**src/rtl/mix_col_iter.sv**
```systemverilog
// Iterative AES MixColumns: one 32-bit column per clock, four clocks per block.
// Define MIX_COL_INV_EN to add the `inv` port and InvMixColumns mode.
module mix_col_iter (
    input  logic         clk,
    input  logic         rst,
    input  logic         in_valid,
    output logic         in_ready,
    input  logic [127:0] data_in,
    output logic         out_valid,
    input  logic         out_ready,
`ifdef MIX_COL_INV_EN
    input  logic         inv,
`endif
    output logic [127:0] data_out
);

    typedef enum logic [1:0] {
        IDLE = 2'd0,
        BUSY = 2'd1,
        DONE = 2'd2
    } state_e;

    state_e       state_q, state_d;
    logic [1:0]   cnt_q, cnt_d;
    logic [127:0] data_q, data_d;
`ifdef MIX_COL_INV_EN
    logic         inv_q, inv_d;
`endif

    function automatic logic [7:0] xtime(input logic [7:0] a);
        return {a[6:0], 1'b0} ^ (a[7] ? 8'h1b : 8'h00);
    endfunction

    function automatic logic [31:0] mix_col(input logic [31:0] col);
        logic [7:0] a0, a1, a2, a3;
        logic [7:0] b0, b1, b2, b3;
        {a0, a1, a2, a3} = col;
        b0 = xtime(a0) ^ xtime(a1) ^ a1 ^ a2 ^ a3;
        b1 = a0 ^ xtime(a1) ^ xtime(a2) ^ a2 ^ a3;
        b2 = a0 ^ a1 ^ xtime(a2) ^ xtime(a3) ^ a3;
        b3 = xtime(a0) ^ a0 ^ a1 ^ a2 ^ xtime(a3);
        return {b0, b1, b2, b3};
    endfunction

`ifdef MIX_COL_INV_EN
    // Folding 4*(a0^a2) and 4*(a1^a3) in turns the forward matrix into 14/11/13/9.
    function automatic logic [31:0] inv_precond(input logic [31:0] col);
        logic [7:0] a0, a1, a2, a3, u, v;
        {a0, a1, a2, a3} = col;
        u = xtime(xtime(a0 ^ a2));
        v = xtime(xtime(a1 ^ a3));
        return {a0 ^ u, a1 ^ v, a2 ^ u, a3 ^ v};
    endfunction
`endif

    always_comb begin
        // NOTE: every comb output gets a default first so no path infers a latch.
        state_d = state_q;
        cnt_d   = cnt_q;
        data_d  = data_q;
`ifdef MIX_COL_INV_EN
        inv_d   = inv_q;
`endif
        unique case (state_q)
            IDLE: begin
                if (in_valid) begin
                    data_d  = data_in;
                    cnt_d   = 2'd0;
                    state_d = BUSY;
`ifdef MIX_COL_INV_EN
                    inv_d   = inv;
`endif
                end
            end
            BUSY: begin
                for (int c = 0; c < 4; c++) begin
                    if (cnt_q == 2'(c)) begin
`ifdef MIX_COL_INV_EN
                        data_d[127-32*c -: 32] = inv_q
                            ? mix_col(inv_precond(data_q[127-32*c -: 32]))
                            : mix_col(data_q[127-32*c -: 32]);
`else
                        data_d[127-32*c -: 32] = mix_col(data_q[127-32*c -: 32]);
`endif
                    end
                end
                cnt_d = cnt_q + 2'd1;
                if (cnt_q == 2'd3) begin
                    state_d = DONE;
                end
            end
            DONE: begin
                if (out_ready) begin
                    state_d = IDLE;
                end
            end
            default: state_d = IDLE;
        endcase
    end

    // NOTE: sequential state uses non-blocking assignments only, so every flop
    // samples pre-edge values regardless of statement order.
    always_ff @(posedge clk) begin
        if (rst) begin
            state_q <= IDLE;
            cnt_q   <= 2'd0;
            // NOTE: the data register is cleared on reset so data_out reads 0 afterwards.
            data_q  <= '0;
`ifdef MIX_COL_INV_EN
            inv_q   <= 1'b0;
`endif
        end else begin
            state_q <= state_d;
            cnt_q   <= cnt_d;
            data_q  <= data_d;
`ifdef MIX_COL_INV_EN
            inv_q   <= inv_d;
`endif
        end
    end

    assign in_ready  = (state_q == IDLE);
    assign out_valid = (state_q == DONE);
    assign data_out  = data_q;

endmodule
```
**config.mk**
```make
export PLATFORM = sky130hd
export DESIGN_NAME = mix_col_iter
export DESIGN_NICKNAME = d
export VERILOG_FILES = /design/src/rtl/mix_col_iter.sv
export SDC_FILE = /design/constraint.sdc
export NUM_CORES = 1
export LEC_CHECK = 0
export CORE_AREA = 2 2 254 181
export DETAILED_ROUTE_END_ITERATION = 7
export DIE_AREA = 0 0 256 183
export GPL_TIMING_DRIVEN = 0
export RECOVER_POWER = 100
export SYNTH_ARGS = -nofsm -noshare
export SYNTH_HDL_FRONTEND = slang
export SYNTH_SLANG_ARGS = --single-unit
```
**constraint.sdc**
```tcl
create_clock -name clk -period 2.2 [get_ports clk]
set_input_delay 0.33 -clock clk [delete_from_list [all_inputs] [get_ports clk]]
set_output_delay 0.33 -clock clk [all_outputs]
set_load 0.05 [all_outputs]
```
After elaboration in Yosys (flattened, before gate mapping) --
Index checks and enable logic that the tools add are counted.
Operators by class: bitwise gates (word level) 80, divide/modulo/power cells 0, mux-type cells 28, $add $sub $neg 1, reduce and logical (&&, ||, !) cells 9, multipliers 0, order comparisons 0, shift-type cells 0, equality and inequality tests 11
Operators by type and width (number):
- $xor A8 B8 Y8 | 64
- $pmux W128 S2 | 1
- $mux W128 | 1
- $mux W32 | 4
- $xor A8 B5 Y8 | 16
- $mux W5 | 16
- $reduce_and A3 Y1 | 5
- $ne A2 B2 Y1 const B | 5
- $mux W2 | 4
- $eq A2 B2 Y1 const B | 3
- $pmux W2 S3 | 1
- $eq A2 B1 Y1 const B | 2
- $logic_not A2 Y1 | 2
- $pmux W2 S2 | 1
- $add A2 B1 Y2 const B | 1
- $ne A2 B1 Y1 const B | 1
- $reduce_and A2 Y1 | 1
- $reduce_bool A2 Y1 | 1
Word-level totals: output and inout bits 130, bits in latches 0, RAM bits 0, register bits after elaboration 132, bits in read-only memories 0, memories 0

Logic depth before layout (Yosys ltp) --
Gate-level depths: netlist of run 1.
word-level depth 8, depth in mapped cells 7

Worst setup path before layout of run 1 --
No wires, ideal clock.
path kind register to register, start reg state_q[1], end reg state_q[1], cell stages (with the launch flop) 6, path slack 0.144 ns, library setup time 0.067 ns, path buffers 2, data required time 2.133 ns, arrival 1.989 ns, cell sequence dfxtp_1 -> clkbuf_1 -> clkbuf_1 -> nor2b_1 -> a22oi_1 -> nor2_1
Between the ends: cells in the longest elaborated chain, start to end 3
Ends and longest elaborated chain:
- start, declared | RTL line 23 | state_e state_q, state_d;
- start signal, assigned | RTL line 113 | state_q <= state_d;
- $eq A2 B2 Y1 *
- net out_valid | RTL line 9 | output logic out_valid,
- $ne A2 B1 Y1 (no source line)
- $reduce_and A3 Y1 (no source line)
Mark *: on every way through the listed nets, which the timed path passes. The rest lies on a longest branch. A chain may end at the register's enable or synchronous reset.

Worst setup path in the final report of run 1 --
start reg data_q[49], in the netlist data_out[49], end out data_out[49]
RTL lines:
- start, declared | RTL line 25 | logic [127:0] data_q, data_d;
- start signal, assigned | RTL line 115 | data_q <= data_d;
- end, declared | RTL line 14 | output logic [127:0] data_out
No word-level cell between the ends.

==> results of run 1 <==
==> placed cells by master (no fill, tap or decap), drive strengths merged, types with 4 or more instances in the layout <==
cell	n
xor3	10
clkdlybuf4s50	180
nor4	23
a2111oi	44
dfxtp	132
a221o	23
nand2b	4
a221oi	53
xnor3	48
a21o	53
xor2	84
clkinv	7
buf	52
nor2	187
inv	13
dlygate4sd2	9
ha	4
a21oi	129
nand2	84
dlygate4sd3	57
xnor2	234
clkbuf	123
==> cell type report <==
class | instances | area, µm²
clock buffer | 18 | 439
inverter | 12 | 45.0
multi-input combinational | 1004 | 7730
clock inverter | 14 | 160
antenna | 1 | 2.50
fill | 4652 | 29500
timing repair buffer | 260 | 2510
sequential | 132 | 2640
tap | 603 | 754
buffer | 143 | 656
==> worst register-to-register path, cell delays in order (launching register included) <==
cell and delay (ns):
dfxtp_1 0.35, nor2b_1 0.12, clkbuf_2 0.39, clkbuf_1 0.57
nand2_1 0.16, nor4_1 0.27, a221o_1 0.18
==> worst paths after layout <==
kind              slack, ns          start             to  depth (start not counted)
setup reg to reg       0.10     state_q[0]   data_out[13]                          6
setup / recovery       0.04   data_out[49]   data_out[49]                          1
hold / removal         0.51      out_ready     state_q[1]                          4
hold reg to reg        0.56  data_out[114]  data_out[114]                          1
==> Yosys cell counts, types with 6 or more instances <==
library cell,number
buf_1,6
clkbuf_2,8
xor3_1,10
a21o_1,53
inv_1,12
a221oi_1,53
xor2_1,80
a21oi_1,129
xnor3_1,48
nand2_1,84
buf_2,47
a221o_1,23
nor2_1,187
xnor2_1,231
clkbuf_1,82
nor4_1,23
dfxtp_1,132
a2111oi_0,37
==> logic make-up (layout without fill, tap and decap cells) <==
family / Yosys count / count (layout)
compound gates: 318 / 318
xor+xnor: 376 / 376
fa+ha+maj: 4 / 4
buf+inv: 155 / 447
flops: 132 / 132
other cells: 0 / 1
simple gates: 306 / 306
==> through the flow <==
step	setup WS [ns]	TNS, ns
2_1_floorplan	0.144	0
6_report	0.0386	0
5_1_grt	-0.00996	-0.0183
3_3_place_gp	-0.749	-48.14
4_1_cts	-0.102	-0.138
3_5_place_dp	-0.760	-51.84
==> layer usage <==
layer | share of wire [%] | vias to the layer above
met5 | 0 | -
met4 | 2.8 | 0
met3 | 7.9 | 62
met2 | 44 | 500
met1 | 45 | 5208
li1 | - | 5025
==> power breakdown <==
group | internal [µW] | total [µW] | switching (µW)
Clock | 1800 | 3060 | 1250
Combinational | 3960 | 8800 | 4850
Sequential | 2770 | 3290 | 521
Total | 8520 | 15100 | 6620
==> state kept, by name, indices dropped and copies added, names as in the netlist <==
name and count:
state_q 2, data_out 128, cnt_q 2
==> flow_metrics.py, run 1 <==
metrics = {
    "critical_path": {
        "path_class": "reg -> out",
        "required_ns": 1.87,
        "arrival_ns": 1.83,
        "cp_cell_sequence": "clkdlybuf4s50_1",
        "path_max_fanout": 5,
        "critPathBufInv": 1,
        "crit_slowest_cell": "clkdlybuf4s50_1",
        "end_kind": "output pin",
        "worst_setup_path_start_kind": "flop",
        "critPathMaxStageDelay_ns": 0.87,
        "cpLargestDelayFamily": "buffers and inverters",
    },
    "clocking": {
        "clk_pin_slew_ns": 0.06,
        "cts.path.max_buffers": 2,
        "post-cts-setup-buffer-count": 0,
        "root_buffer": "clkbuf_16",
        "cts_buffers": 17,
        "cts_sinks": 132,
        "hold_buffers": 0,
        "cts_tree": "built",
        "clkLatencyLatePin_ns": 0.45,
        "htree_num_levels": 4,
        "cts.repair.resized": 34,
    },
    "routing": {
        "drt_pass1_iterations": 5,
        "drt_iter0_drc": 829,
        "post_drt_wl_per_cell_um": 21.6,
        "wirelength_um": 47200,
        "vias_per_cell": 4.94,
        "detail-route-antenna-nets": 0,
        "drc": 0,
        "vias": 10795,
    },
    "timing": {
        "tightest_slew_ns": 0.861,
        "clock_skew_ns": 0.00865,
        "slew_violations": 0,
        "rsz0062_at_grt": "true",
        "finalHoldViolations": 0,
        "setup_violations": 0,
        "fin_crit_sh_pct": 98.2,
        "fin_hold_ws_ns": 0.506,
        "clock.fmax_mhz": 463,
        "relSlewSlack_pct": 42.2,
        "fin_crit_ns": 2.16,
    },
    "yosys": {
        "postSynthCellCount": 1291,
        "synthAdderAreaFrac_pct": 0.455,
        "synth_xor_area_share_pct": 37.8,
        "ys_seq_area_share_pct": 24.0,
        "yosys.cell_types.count": 36,
        "synth-seq-cells": 132,
        "synthesis.area_um2": 11000,
        "synth_edf_count": 0,
        "syn_area_per_cell_um2": 8.52,
        "synthSimpleGateAreaFrac_pct": 11.2,
        "synth_top_family_by_area": "XOR/XNOR gates",
        "synth_mux_area_share_pct": 0,
        "yosysTopAreaCellShare_pct": 24.0,
        "async_flop_share_pct": 0,
        "synth_top_area_cell": "dfxtp_1",
        "synth_nets": 1427,
        "synthFlopType": "dfxtp_1",
        "synth_compound_area_share_pct": 20.6,
        "yosysWarnings": 0,
        "synthTopCellsByArea": "dfxtp_1 24%, xnor2_1 18%, xnor3_1 9.8%",
    },
    "place": {
        "io_buffer_count": 260,
        "dpl.cell_count": 2154,
        "gp_congestion": 0.887,
        "dpl.hpwl_um": 36900,
        "postPlaceCellArea_um2": 14400,
    },
    "final_layout": {
        "fin_cells": 2187,
        "syn2layout_area_growth_pct": 35.8,
        "finish.instance_area_um2": 14900,
        "nNetsFinal": 1706,
        "final_util_pct": 33.6,
        "layout-drive-gt1-share_pct": 8.46,
    },
    "grt": {
        "grt_util_met1_pct": 26.9,
        "met3_usage_pct": 4.71,
        "grt_start_max_net_pins": 17,
        "antenna_found_initial": 1,
        "grt_pass1_wl_um": 70200,
        "grt_usage_pct": 20.1,
        "grt_overflow": 0,
        "grt_use_met2_pct": 31.8,
        "top_usage_layer": "met2",
        "grt_pass1_vias": 10852,
    },
    "floorplanning": {
        "start_util_pct": 24.7,
        "rows": 65,
        "ios": 262,
        "core_area_um2": 44500,
        "die_y_um": 183,
        "die_area_um2": 46800,
        "die_w_um": 256,
    },
    "hold_path": {
        "hold_path.class": "in -> reg",
    },
    "pwr": {
        "vdd_drop_max_v": 0.000554,
        "power.density_nw_per_um2": 1010,
        "total_power_uw": 15100,
        "p_leak_uw": 0.00634,
    },
    "status": {
        "run_status": "complete, no violations",
    },
    "job": {
        "max_cap_violations": 0,
    },
}
Note: power is estimated with default switching activity, not from simulation.
==> inputs of run 2 (changes only) <==
ABC_CLOCK_PERIOD_IN_PS = 2200   (was not set)
CORE_AREA = 2 2 213 215   (was 2 2 254 181)
DIE_AREA = 0 0 215 217   (was 0 0 256 183)
SLEW_MARGIN = 30   (was not set)
==> flow_metrics.py, run 2 (synthesized netlist as in run 1, its figures left out) <==
metrics = {
    "critical_path": {
        "required_ns": 1.87,
        "critPathMaxStageDelay_ns": 0.89,
        "worst_setup_path_start_kind": "flop",
        "path_class": "reg -> out",
        "cpLargestDelayFamily": "buffers and inverters",
        "path_max_fanout": 5,
        "arrival_ns": 1.83,
        "critPathBufInv": 1,
        "crit_slowest_cell": "clkdlybuf4s50_1",
        "cp_cell_sequence": "clkdlybuf4s50_1",
        "end_kind": "output pin",
    },
    "floorplanning": {
        "rows": 78,
        "start_util_pct": 24.6,
        "die_area_um2": 46700,
        "die_w_um": 215,
        "die_y_um": 217,
        "core_area_um2": 44700,
        "ios": 262,
    },
    "status": {
        "run_status": "complete, no violations",
    },
    "pwr": {
        "p_sw_uw": 6450,
        "intPower_uw": 8830,
        "switching_share_pct": 42.2,
        "power_frac_clock_pct": 21.4,
        "seq_power_share_pct": 21.5,
        "total_power_uw": 15300,
        "pwr-share-comb_pct": 57.1,
        "p_leak_uw": 0.00638,
        "vdd_drop_max_v": 0.000399,
        "power.density_nw_per_um2": 1020,
    },
    "final_layout": {
        "nNetsFinal": 1706,
        "largest_reg_flops": 128,
        "final_common_cell": "xnor2_1",
        "finish.instance_area_um2": 15000,
        "diodes": 0,
        "layout-drive-gt1-share_pct": 8.03,
        "nFillCells": 4758,
        "regArea_um2": 2640,
        "syn2layout_area_growth_pct": 36.6,
        "multi_input_area_um2": 7730,
        "layout_common_cells": "230 x xnor2_1, 186 x nor2_1, 185 x clkdlybuf4s50_1, 131 x dfxtp_1, 126 x a21oi_1",
    },
    "timing": {
        "setup_tns_ns": 0,
        "fin_crit_sh_pct": 98.1,
        "tightest_slew_ns": 0.894,
        "rsz0062_at_grt": "true",
        "setup_violations": 0,
        "clock_skew_ns": 0.0133,
        "clock.fmax_mhz": 463,
        "slew_violations": 0,
        "finalHoldViolations": 0,
        "fin_crit_ns": 2.16,
        "relSlewSlack_pct": 40.0,
        "fin_hold_ws_ns": 0.555,
    },
    "clocking": {
        "cts_buffers": 17,
        "root_buffer": "clkbuf_16",
        "cts.path.max_buffers": 2,
        "htree_num_levels": 4,
        "cts_sinks": 132,
        "clkLatencyLatePin_ns": 0.45,
        "clk_pin_slew_ns": 0.06,
        "cts_tree": "built",
    },
    "place": {
        "postPlaceCellArea_um2": 14400,
        "io_buffer_count": 260,
        "gp_congestion": 0.884,
        "dpl.hpwl_um": 35800,
    },
    "grt": {
        "grt_usage_pct": 19.7,
        "grt_overflow": 0,
        "grt_pass1_vias": 10680,
        "grt_pass1_wl_um": 68800,
        "grt_start_max_net_pins": 17,
        "antenna_found_initial": 2,
    },
    "routing": {
        "detail-route-antenna-nets": 0,
        "wirelength_um": 46700,
        "vias": 10709,
        "vias_per_cell": 4.91,
        "drt_iter0_drc": 863,
        "post_drt_wl_per_cell_um": 21.4,
        "drc": 0,
        "drt_pass1_iterations": 5,
    },
    "job": {
        "max_cap_violations": 0,
    },
    "hold_path": {
        "hold_path.class": "reg -> reg",
    },
}
run 2: cell types whose count changed in the layout (fill, tap and decap cells not counted), moves of 4 or more:
cell             before  now
buf_2                44   40
clkdlybuf4s50_1     180  185
clkinv_2              6    2
dlygate4sd2_1         9    5
dlygate4sd3_1        57   63
run 2: final cells by class:
type,instances,area share [%]
multi-input combinational,1004,51.4
sequential,132,17.6
timing repair buffer,260,17.0
tap,600,5.00
buffer,143,4.35
clock buffer,21,3.13
clock inverter,9,1.17
inverter,12,0.300
run 2: path summary, 6_finish.rpt:
kind                            cells past startpoint  slack [ns]    startpoint            to
worst min-delay path                                1        0.55  data_out[29]  data_out[29]
worst min register to register                      1        0.55  data_out[29]  data_out[29]
worst max register to register                      5        0.14    state_q[1]  data_out[28]
worst max-delay path                                1        0.04  data_out[96]  data_out[96]
run 2: routing by layer:
layer	track usage [%]	vias to the layer above	wire, µm
li1	-	5008	-
met5	0	-	20
met3	3.80	70	3040
met4	7.17	4	1340
met1	25.5	5187	20800
met2	32.4	440	21600
run 2: what timing repair did:
item / 4_1_cts / 5_1_grt
hold buffers: 0 / 0
resized for setup: 41 / 27
setup buffers: 0 / 0
setup endpoints to repair: 104 / 52
endpoints found under the hold margin: 0 / 0
pin swaps: 0 / 0
run 2: power groups by stage:
stage          Sequential, µW  Combinational, µW  Clock (µW)
6_report                 3290               8730        3270
5_1_grt                  3330               9280        3420
4_1_cts                  3290               8810        3320
3_5_place_dp             3340               8740           0
3_3_place_gp             3340               8690           0
2_1_floorplan            4440               5340           0
run 2: worst reg2reg max path: cells and delay by family (launching register included):
family,cells,cell delay [ns]
flops,1,0.34
simple gates,1,0.08
compound gates,2,0.92
buf+inv,2,0.59
run 2: metrics by stage:
stage | setup WS (ns) | cells | util [%]
2_1_floorplan | 0.144 | 1291 | -
3_3_place_gp | -0.846 | 2151 | 32.1
3_5_place_dp | -0.826 | 2151 | 32.1
4_1_cts | -0.0160 | 2181 | 33.6
5_1_grt | -0.0265 | 2181 | 33.6
6_report | 0.0410 | 2181 | 33.6
